### config.mk
export PLATFORM = sky130hd
export DESIGN_NAME = an_decoder_seq_flat
export DESIGN_NICKNAME = d
export VERILOG_FILES = /design/src/rtl/an_decoder_seq_if.sv /design/src/rtl/an_decoder_seq.sv /design/src/flat_wrapper.sv
export SDC_FILE = /design/constraint.sdc
export NUM_CORES = 1
export LEC_CHECK = 0
export ABC_AREA = 1
export CAP_MARGIN = 15
export CELL_PAD_IN_SITES_DETAIL_PLACEMENT = 2
export CELL_PAD_IN_SITES_GLOBAL_PLACEMENT = 2
export CORE_ASPECT_RATIO = 0.9
export CORE_MARGIN = 4
export CORE_UTILIZATION = 34
export CTS_BUF_LIST = sky130_fd_sc_hd__clkbuf_4
export DETAILED_ROUTE_END_ITERATION = 12
export GPL_ROUTABILITY_DRIVEN = 0
export PLACE_DENSITY = 0.92
export SLEW_MARGIN = 20
export SYNTH_ARGS = -nofsm -noshare
export SYNTH_HDL_FRONTEND = slang
export SYNTH_SLANG_ARGS = --single-unit
### constraint.sdc
create_clock -name clk -period 3.65 [get_ports clk]
set_input_delay 0.73 -clock clk [delete_from_list [all_inputs] [get_ports clk]]
set_output_delay 0.73 -clock clk [all_outputs]
set_load 0.05 [all_outputs]
### src/rtl/an_decoder_seq_if.sv
// Handshaked bus of the AN decoder: codeword in (valid/ready), decoded N and error flags out (valid/ready).
interface an_decoder_seq_if #(
  parameter int CW = 23,
  parameter int DW = 17,
  parameter int PW = $clog2(CW)
);
  logic          in_valid;
  logic          in_ready;
  logic [CW-1:0] ane;
  logic          out_valid;
  logic          out_ready;
  logic [DW-1:0] n_out;
  logic          err_detected;
  logic          err_corrected;
  logic          err_uncorrectable;
  logic [PW-1:0] err_pos;
  logic          err_sign;

  modport master (
    output in_valid, ane, out_ready,
    input  in_ready, out_valid, n_out, err_detected, err_corrected,
           err_uncorrectable, err_pos, err_sign
  );

  modport slave (
    input  in_valid, ane, out_ready,
    output in_ready, out_valid, n_out, err_detected, err_corrected,
           err_uncorrectable, err_pos, err_sign
  );
endinterface

### src/rtl/an_decoder_seq.sv
// Serial AN-code decoder: residue, +/-2^i syndrome search, correction, restoring divide by A.
// Latency 2*CW+s+1 cycles to out_valid; one word in flight, results held in DONE until out_ready.
module an_decoder_seq #(
  parameter int A  = 47,
  parameter int CW = 23,
  parameter int DW = 17,
  parameter int PW = $clog2(CW)
) (
  input  logic           clk,
  input  logic           rst_n,
  an_decoder_seq_if.slave bus
);
  localparam int              RW   = $clog2(A) + 1;
  localparam logic [RW:0]     AX   = (RW+1)'(A);
  localparam logic [PW-1:0]   LAST = PW'(CW - 1);

  typedef enum logic [2:0] {IDLE, RES, SRCH, CORR, DIV, DONE} state_t;
  state_t state, state_nx;

  logic [CW-1:0] word;
  logic [RW-1:0] r, p;
  logic [PW-1:0] cnt, pos_q;
  logic          sign_q, match_q, det_q, cor_q, unc_q;
  logic [DW-1:0] n_q;

  logic          bit_in, r_ge;
  logic [RW:0]   rt, rsub, pd, psub;
  logic [RW-1:0] r_nx, p_nx, neg_p;
  logic          hit_pos, hit_neg;
  logic [CW:0]   one, c_full;
  logic [CW-1:0] q_nx;

  // Shared mod-A step: residue accumulation in RES, partial remainder in DIV.
  always_comb begin
    bit_in  = (state == DIV) ? word[CW-1] : word[cnt];
    rt      = {r, bit_in};
    rsub    = rt - AX;
    r_ge    = (rt >= AX);
    r_nx    = r_ge ? rsub[RW-1:0] : rt[RW-1:0];
    pd      = {p, 1'b0};
    psub    = pd - AX;
    p_nx    = (pd >= AX) ? psub[RW-1:0] : pd[RW-1:0];
    neg_p   = AX[RW-1:0] - p;
    hit_pos = (r == p);
    hit_neg = (r == neg_p);
    one     = {{CW{1'b0}}, 1'b1} << pos_q;
    // Bit CW of the corrected word flags both underflow and overflow.
    if (!match_q)    c_full = {1'b0, word};
    else if (sign_q) c_full = {1'b0, word} + one;
    else             c_full = {1'b0, word} - one;
    q_nx    = {word[CW-2:0], r_ge};
  end

  always_ff @(posedge clk or negedge rst_n) begin
    if (!rst_n) state <= IDLE;
    else        state <= state_nx;
  end

  always_comb begin
    state_nx      = state;
    bus.in_ready  = 1'b0;
    bus.out_valid = 1'b0;
    case (state)
      IDLE: begin
        bus.in_ready = 1'b1;
        if (bus.in_valid) state_nx = RES;
      end
      RES:  if (cnt == '0) state_nx = SRCH;
      SRCH: begin
        if ((cnt == '0 && r == '0) || hit_pos || hit_neg) state_nx = CORR;
        else if (cnt == LAST)                              state_nx = DONE;
      end
      CORR: state_nx = c_full[CW] ? DONE : DIV;
      DIV:  if (cnt == '0) state_nx = DONE;
      DONE: begin
        bus.out_valid = 1'b1;
        if (bus.out_ready) state_nx = IDLE;
      end
      default: state_nx = IDLE;
    endcase
  end

  always_ff @(posedge clk or negedge rst_n) begin
    if (!rst_n) begin
      word <= '0; r <= '0; p <= '0; cnt <= '0; pos_q <= '0;
      sign_q <= 1'b0; match_q <= 1'b0; det_q <= 1'b0; cor_q <= 1'b0; unc_q <= 1'b0;
      n_q <= '0;
    end else begin
      case (state)
        IDLE: if (bus.in_valid) begin
          word <= bus.ane; r <= '0; cnt <= LAST; pos_q <= '0;
          sign_q <= 1'b0; match_q <= 1'b0; det_q <= 1'b0; cor_q <= 1'b0; unc_q <= 1'b0;
          n_q <= '0;
        end
        RES: begin
          r <= r_nx;
          if (cnt == '0) p <= RW'(1);
          else           cnt <= cnt - PW'(1);
        end
        SRCH: begin
          p     <= p_nx;
          cnt   <= cnt + PW'(1);
          det_q <= (r != '0);
          if (cnt == '0 && r == '0) begin
          end else if (hit_pos) begin
            match_q <= 1'b1; pos_q <= cnt; sign_q <= 1'b0;
          end else if (hit_neg) begin
            match_q <= 1'b1; pos_q <= cnt; sign_q <= 1'b1;
          end else if (cnt == LAST) begin
            unc_q <= 1'b1;
          end
        end
        CORR: begin
          word <= c_full[CW-1:0];
          r    <= '0;
          cnt  <= LAST;
          if (c_full[CW]) unc_q <= 1'b1;
        end
        DIV: begin
          r    <= r_nx;
          word <= q_nx;
          cnt  <= cnt - PW'(1);
          if (cnt == '0) begin
            if (|q_nx[CW-1:DW]) unc_q <= 1'b1;
            else begin
              n_q   <= q_nx[DW-1:0];
              cor_q <= match_q;
            end
          end
        end
        default: ;
      endcase
    end
  end

  assign bus.n_out             = n_q;
  assign bus.err_detected      = det_q;
  assign bus.err_corrected     = cor_q;
  assign bus.err_uncorrectable = unc_q;
  assign bus.err_pos           = pos_q;
  assign bus.err_sign          = sign_q;
endmodule

### src/flat_wrapper.sv
// flat-port wrapper written by rule: the top's interface ports become plain ports
module an_decoder_seq_flat 
#(
  parameter int A  = 47,
  parameter int CW = 23,
  parameter int DW = 17,
  parameter int PW = $clog2(CW)
)
  (clk, rst_n, bus_in_valid, bus_ane, bus_out_ready, bus_in_ready, bus_out_valid, bus_n_out, bus_err_detected, bus_err_corrected, bus_err_uncorrectable, bus_err_pos, bus_err_sign);
  an_decoder_seq_if #(.CW(CW), .DW(DW), .PW(PW)) bus_i ();
  input  logic clk;
  input  logic rst_n;
  input wire logic [$bits(bus_i.in_valid)-1:0] bus_in_valid;
  input wire logic [$bits(bus_i.ane)-1:0] bus_ane;
  input wire logic [$bits(bus_i.out_ready)-1:0] bus_out_ready;
  output wire logic [$bits(bus_i.in_ready)-1:0] bus_in_ready;
  output wire logic [$bits(bus_i.out_valid)-1:0] bus_out_valid;
  output wire logic [$bits(bus_i.n_out)-1:0] bus_n_out;
  output wire logic [$bits(bus_i.err_detected)-1:0] bus_err_detected;
  output wire logic [$bits(bus_i.err_corrected)-1:0] bus_err_corrected;
  output wire logic [$bits(bus_i.err_uncorrectable)-1:0] bus_err_uncorrectable;
  output wire logic [$bits(bus_i.err_pos)-1:0] bus_err_pos;
  output wire logic [$bits(bus_i.err_sign)-1:0] bus_err_sign;
  assign bus_i.in_valid = bus_in_valid;
  assign bus_i.ane = bus_ane;
  assign bus_i.out_ready = bus_out_ready;
  assign bus_in_ready = bus_i.in_ready;
  assign bus_out_valid = bus_i.out_valid;
  assign bus_n_out = bus_i.n_out;
  assign bus_err_detected = bus_i.err_detected;
  assign bus_err_corrected = bus_i.err_corrected;
  assign bus_err_uncorrectable = bus_i.err_uncorrectable;
  assign bus_err_pos = bus_i.err_pos;
  assign bus_err_sign = bus_i.err_sign;
  an_decoder_seq #(.A(A), .CW(CW), .DW(DW), .PW(PW)) u_core (.clk(clk), .rst_n(rst_n), .bus(bus_i));
endmodule
==> results of run 1 <==
[synthesized netlist by cell type (11+ instances only)]
master,instances,area (µm²)
nor2_1,85,319
nand3_1,55,275
inv_2,18,67.6
a21oi_1,55,275
ha_1,31,388
o22ai_1,11,68.8
o21ai_0,51,255
dfrtp_1,72,1800
a211oi_1,11,82.6
nand4_1,13,81.3
o21ai_1,17,85.1
inv_1,92,345
nand2_1,234,878
xor2_1,19,166
[cells by family (layout without fill, tap and decap cells)]
kind of cell,count (synthesis),in the layout,share of synthesized area (%)
other cells,0,1,0
simple gates,427,427,30.9
fa+ha+maj,33,33,7.08
xor+xnor,27,27,3.91
compound gates,192,192,19.1
flops,72,72,29.8
buf+inv,133,213,9.27
[per-stage QoR]
step / instances / utilization [%]
4_1_cts: 1184 / 41.0
3_5_place_dp: 1165 / 39.8
3_3_place_gp: 1165 / 39.8
5_1_grt: 1200 / 43.0
2_1_floorplan: 884 / -
6_report: 1200 / 43.0
[path summary, 6_finish.rpt]
kind / depth (start not counted) / end / slack, ns / from
setup / recovery: 23 / u_core.bus.err_uncorrectable$_DFFE_PN0P_ / -0.15 / u_core.bus.err_pos[4]$_DFFE_PN0P_
hold / removal: 1 / u_core.word[20]$_DFFE_PN0P_ / 0.39 / rst_n
setup reg to reg: 23 / u_core.bus.err_uncorrectable$_DFFE_PN0P_ / -0.15 / u_core.bus.err_pos[4]$_DFFE_PN0P_
hold reg to reg: 2 / u_core.bus.n_out[16]$_DFFE_PN0P_ / 0.52 / u_core.bus.n_out[16]$_DFFE_PN0P_
max in group asynchronous: 1 / u_core.cnt[1]$_DFFE_PN0P_ / 2.53 / rst_n
min in group clk: 2 / u_core.bus.n_out[16]$_DFFE_PN0P_ / 0.52 / u_core.bus.n_out[16]$_DFFE_PN0P_
[sequential cells by signal, indices dropped and copies added, names as in the netlist]
register and count:
u_core.bus.err_corrected 1, u_core.bus.err_detected 1, u_core.bus.err_pos 5, u_core.bus.err_sign 1, u_core.bus.err_uncorrectable 1, u_core.bus.n_out 17
u_core.cnt 5, u_core.match_q 1, u_core.p 7, u_core.r 7, u_core.state 3, u_core.word 23
[per-layer routing]
layer / vias up / track usage (%) / part of all wire [%]
met5: - / 0 / 0
met4: 0 / 10.5 / 4.5
met3: 109 / 5.94 / 6.0
met2: 318 / 52.1 / 48
met1: 3684 / 38.2 / 41
li1: 3113 / - / -
[critical path, cell delays in order, from the launching register on]
cell and delay [ns]:
dfrtp_1 0.53, inv_2 0.18, nand4_1 0.24, ha_1 0.27, inv_2 0.10, nor3_4 0.25, nand3_4 0.15, nand2_2 0.12
o21ai_1 0.10, xnor2_1 0.15, ha_1 0.37, nand2_2 0.12, nor2_4 0.13, nand2_1 0.11, nor2_1 0.11, nand2_1 0.07
nand3_2 0.14, inv_2 0.05, nand4_1 0.08, nand3_2 0.11, nand2_2 0.12, nand2_2 0.07, nand2_2 0.09, nand2_1 0.05
[cell type report]
cell class	instances	area, µm²
fillers	2024	9780
multi-input cells	679	3930
flip-flops and latches	72	1810
repair buffers	87	786
inverters	110	418
well taps	235	294
clock inverters	7	83.8
clock buffers	9	67.6
diodes	1	2.50
[what timing repair did]
action,4_1_cts,5_1_grt
hold endpoints to repair,0,0
setup buffers,3,15
endpoints found under the setup margin,16,20
pin swaps,0,23
gates resized for setup,10,66
==> results.md, run 1 <==
- Post-Layout Inst Area: 0.00739 mm²
- Layout cells sized above 1: 16.3%
- First-pass GRT wire length: 46700 µm
- DR vias/cell: 6.02
- Synthesis-stage register bit count: 72
- TritonCTS buffer count: 9
- Most common cell after layout, fill and taps aside: nand2_1
- Nets@finish: 1019
- Syn Nets: 944
- Clk_lat worst skew: 0.50 ns
- Most frequent cells in the layout: nand2_1, inv_1, nor2_1
- CTS root buf: clkbuf_4
- EDFF count, synth: 0
- Hold Buf Count CTS: 0
- Asr flop ratio synth: 100%
- Residual DRC: 0
- Fin. max-slew vios: 0
- CP Class: flip-flop to flip-flop
- Synthesized area: 0.00604 mm²
- DIE HEIGHT: 134 µm
- Max Fclk: 263 MHz
- Worst Setup End Kind: flip-flop
- Core area: 0.0172 mm²
- Final hold slack: 0.393 ns
- Place WS: -0.105 ns
- Maximum Capacitance Violations: 0
- Min cycle time layout: 3.80 ns
- Number of H-tree levels: 3
- CP Data Arrival Time: 4.20 ns
- Syn Inst Count: 884
- Area grow syn2layout: 22.2%
- Ys Warns: 0
- # port buffers: 54
- Largest net degree at the start of global routing: 73
- Die Area: 0.0200 mm²
- Slew HR: 31.5%
- Global route total overflow: 0
- Via count: 7224
- Cell Rows: 45
- Slew @ Worst Pin: 1.03 ns
- Synth unique cells: 49
- Initial antenna violation count: 1
- Failing checks: setup timing
- # setup viols final: 8
- Worst min path class: input port to asynchronous set/reset pin
- Final WS setup: -0.155 ns
- Synthesized area per cell: 6.84 µm²
- Ys flop type: dfrtp_1
- Starting density of the core: 35.2%
- Clock transition at the registers of the reported paths: 0.18 ns
- DRT Wirelength: 33100 µm
- GRT Util Overall: 30.4%
- HPWL after DPL: 21600 µm
- CTS tree: yes
- Critical Path Source Type: flip-flop
- Vias in the first global route: 7738
- Fin crit share: 104%
- RSZ-0062 raised after global routing: yes
- Setup TNS: -0.468 ns
- WP data required: 4.04 ns
- Die Wd: 149 µm
- DRT antenna net count: 0
- Clk sink count: 72
- IO Count: 55
- Clock skew: 0.0202 ns
- Post-DR wirelength/cell: 27.6 µm
- Status: complete, but fails checks
- Clock buffer depth: 2
- Area after DPL: 0.00684 mm²
- Critical path fanouts, max: 9
- DRT Pass-1 Iters: 5
- Number of DRC markers in iteration 0: 609
- Seq/Total Area, Yosys: 29.8%
- Final Hold Vio Count: 0
Power of run 1 is left out: the tool's default activity adds up to more than one toggle a clock period on the data nets, which glitch-free logic cannot reach.
==> run 2: changes to the inputs <==
CORE_ASPECT_RATIO = default   (was 0.9)
==> results.md, run 2 (synthesized netlist as in run 1, its figures left out) <==
- Worst min path class: input port to asynchronous set/reset pin
- Max reg flops: 23
- Number of DRC markers in iteration 0: 590
- Number of H-tree levels: 3
- Slew HR: 31.6%
- Critical Path Source Type: flip-flop
- Status: complete, but fails checks
- Clk_lat worst skew: 0.52 ns
- DRT antenna net count: 0
- HPWL after DPL: 20800 µm
- Critical Path Most Common Cell: nand2_2
- CP top delay family: simple AND/OR/NAND/NOR gates
- Clock skew: 0.0428 ns
- Final Hold Vio Count: 0
- Clock transition at the registers of the reported paths: 0.18 ns
- Initial antenna violation count: 0
- # port buffers: 54
- Place WS: -0.139 ns
- DRT Pass-1 Iters: 5
- Area grow syn2layout: 22.0%
- CP Class: flip-flop to flip-flop
- Global route total overflow: 0
- Slew @ Worst Pin: 1.03 ns
- Worst Setup End Kind: flip-flop
- Nets@finish: 1022
- Die Area: 0.0200 mm²
- Max Fclk: 261 MHz
- Vias in the first global route: 7480
- Critical path fanouts, max: 7
- RSZ-0062 raised after global routing: yes
- DR vias/cell: 6.13
- IO Count: 55
- Clk sink count: 72
- Clock buffer depth: 2
- Largest net degree at the start of global routing: 73
- Core area: 0.0174 mm²
- Fin crit share: 105%
- CTS tree: yes
- Slowest-stage cell, CP: dfrtp_2
- Setup TNS: -0.577 ns
- Post-DR wirelength/cell: 28.2 µm
- Die Wd: 141 µm
- Final WS setup: -0.177 ns
- Peak per-stage delay on the critical path: 0.53 ns
- Maximum Capacitance Violations: 0
- CP Data Arrival Time: 4.23 ns
- CTS root buf: clkbuf_4
- Layout cells sized above 1: 15.6%
- DIE HEIGHT: 141 µm
- Cell Rows: 48
- TritonCTS buffer count: 9
- Most frequent cells in the layout: nand2_1, inv_1, nor2_1
- GRT Util Overall: 27.9%
- DRT Wirelength: 33600 µm
- CP Buf/Inv Count: 2
- Failing checks: setup timing
- Final core occ: 42.5%
- Top reg by flops: u_core.word
- # setup viols final: 10
- Worst-path cell chain: inv_4 > nor3_2 > nand3_2 > nand2_2 > nor3_4 > nor2_1 > xor2_1 > ha_1 > nand2_1 > nor2_2 > nand2_2 > nor2_1 > nand2_1 > nand3_2 > inv_2 > nand4_1 > nand3_2 > nand2_2 > nand2_2 > nand2_2 > nand2_2
- Min cycle time layout: 3.83 ns
- Via count: 7304
- Most common cell after layout, fill and taps aside: nand2_1
- Residual DRC: 0
- Starting density of the core: 34.8%
- Post-Layout Inst Area: 0.00737 mm²
- First-pass GRT wire length: 43500 µm
- Area after DPL: 0.00681 mm²
- Antenna diodes: 0
- Fin. max-slew vios: 0
- WP data required: 4.06 ns
run 2: changes by cell type in the layout (fill, tap and decap cells not counted), sizes merged:
cell	previous run	this run
bufinv	1	2
clkinvlp	1	0
diode	1	0
inv	114	112
buf	34	37
clkinv	1	3
run 2: per-stage QoR:
stage               instances  hold slack [ns]
detailed placement       1152            0.480
global placement         1152            0.468
finish                   1192            0.379
global route             1192            0.416
floorplan                 884            0.434
CTS                      1170            0.410
run 2: area by class of cell:
| class | instances | area (µm²) |
|---|---|---|
| repair buffers | 90 | 816 |
| well taps | 225 | 282 |
| fillers | 2022 | 9980 |
| clock inverters | 7 | 103 |
| inverters | 110 | 420 |
| multi-input cells | 679 | 3880 |
| flip-flops and latches | 72 | 1810 |
| clock buffers | 9 | 67.6 |
run 2: path summary, 6_finish.rpt:
path / from / endpoint / slack (ns) / cells past startpoint
min: rst_n / u_core.word[19]$_DFFE_PN0P_ / 0.38 / 1
max reg2reg: u_core.bus.err_pos[1]$_DFFE_PN0P_ / u_core.bus.err_uncorrectable$_DFFE_PN0P_ / -0.18 / 21
min reg2reg: u_core.bus.n_out[6]$_DFFE_PN0P_ / u_core.bus.n_out[6]$_DFFE_PN0P_ / 0.54 / 2
max in group asynchronous: rst_n / u_core.bus.err_pos[0]$_DFFE_PN0P_ / 2.51 / 1
min in group clk: u_core.bus.n_out[6]$_DFFE_PN0P_ / u_core.bus.n_out[6]$_DFFE_PN0P_ / 0.54 / 2
max: u_core.bus.err_pos[1]$_DFFE_PN0P_ / u_core.bus.err_uncorrectable$_DFFE_PN0P_ / -0.18 / 21
run 2: what timing repair did:
item,in CTS,in global routing
pin swaps,2,29
buffers inserted,2,22
gates cloned,0,0
gates resized for setup,9,65
hold buffers,0,0
setup endpoints to repair,15,14
run 2: worst reg2reg max path, delay by kind of cell, from the launching register on:
family	cells	cell delay (ns)
AND/OR/NAND/NOR	17	2.48
buffers and inverters	2	0.12
flip-flops	1	0.53
XOR/XNOR	1	0.34
adder cells (fa/ha/maj)	1	0.31
run 2: routing by layer:
layer  track usage, %  up-vias  routed length, µm  share of wire, %
met5                0        -                  0                 0
met4             11.6        0               2040               6.1
met3             4.31      143               1940               5.8
met2             46.8      349              16500                49
met1             35.8     3692              13100                39
li1                 -     3120                  -                 -
Power of run 2 is left out for the same reason.
==> run 3: changes to the inputs <==
SLEW_MARGIN = 10   (was 20)
==> results of run 3 <==
The final DEF is identical to that of run 2; final timing and power are the same.
Power of run 3 is left out for the same reason.
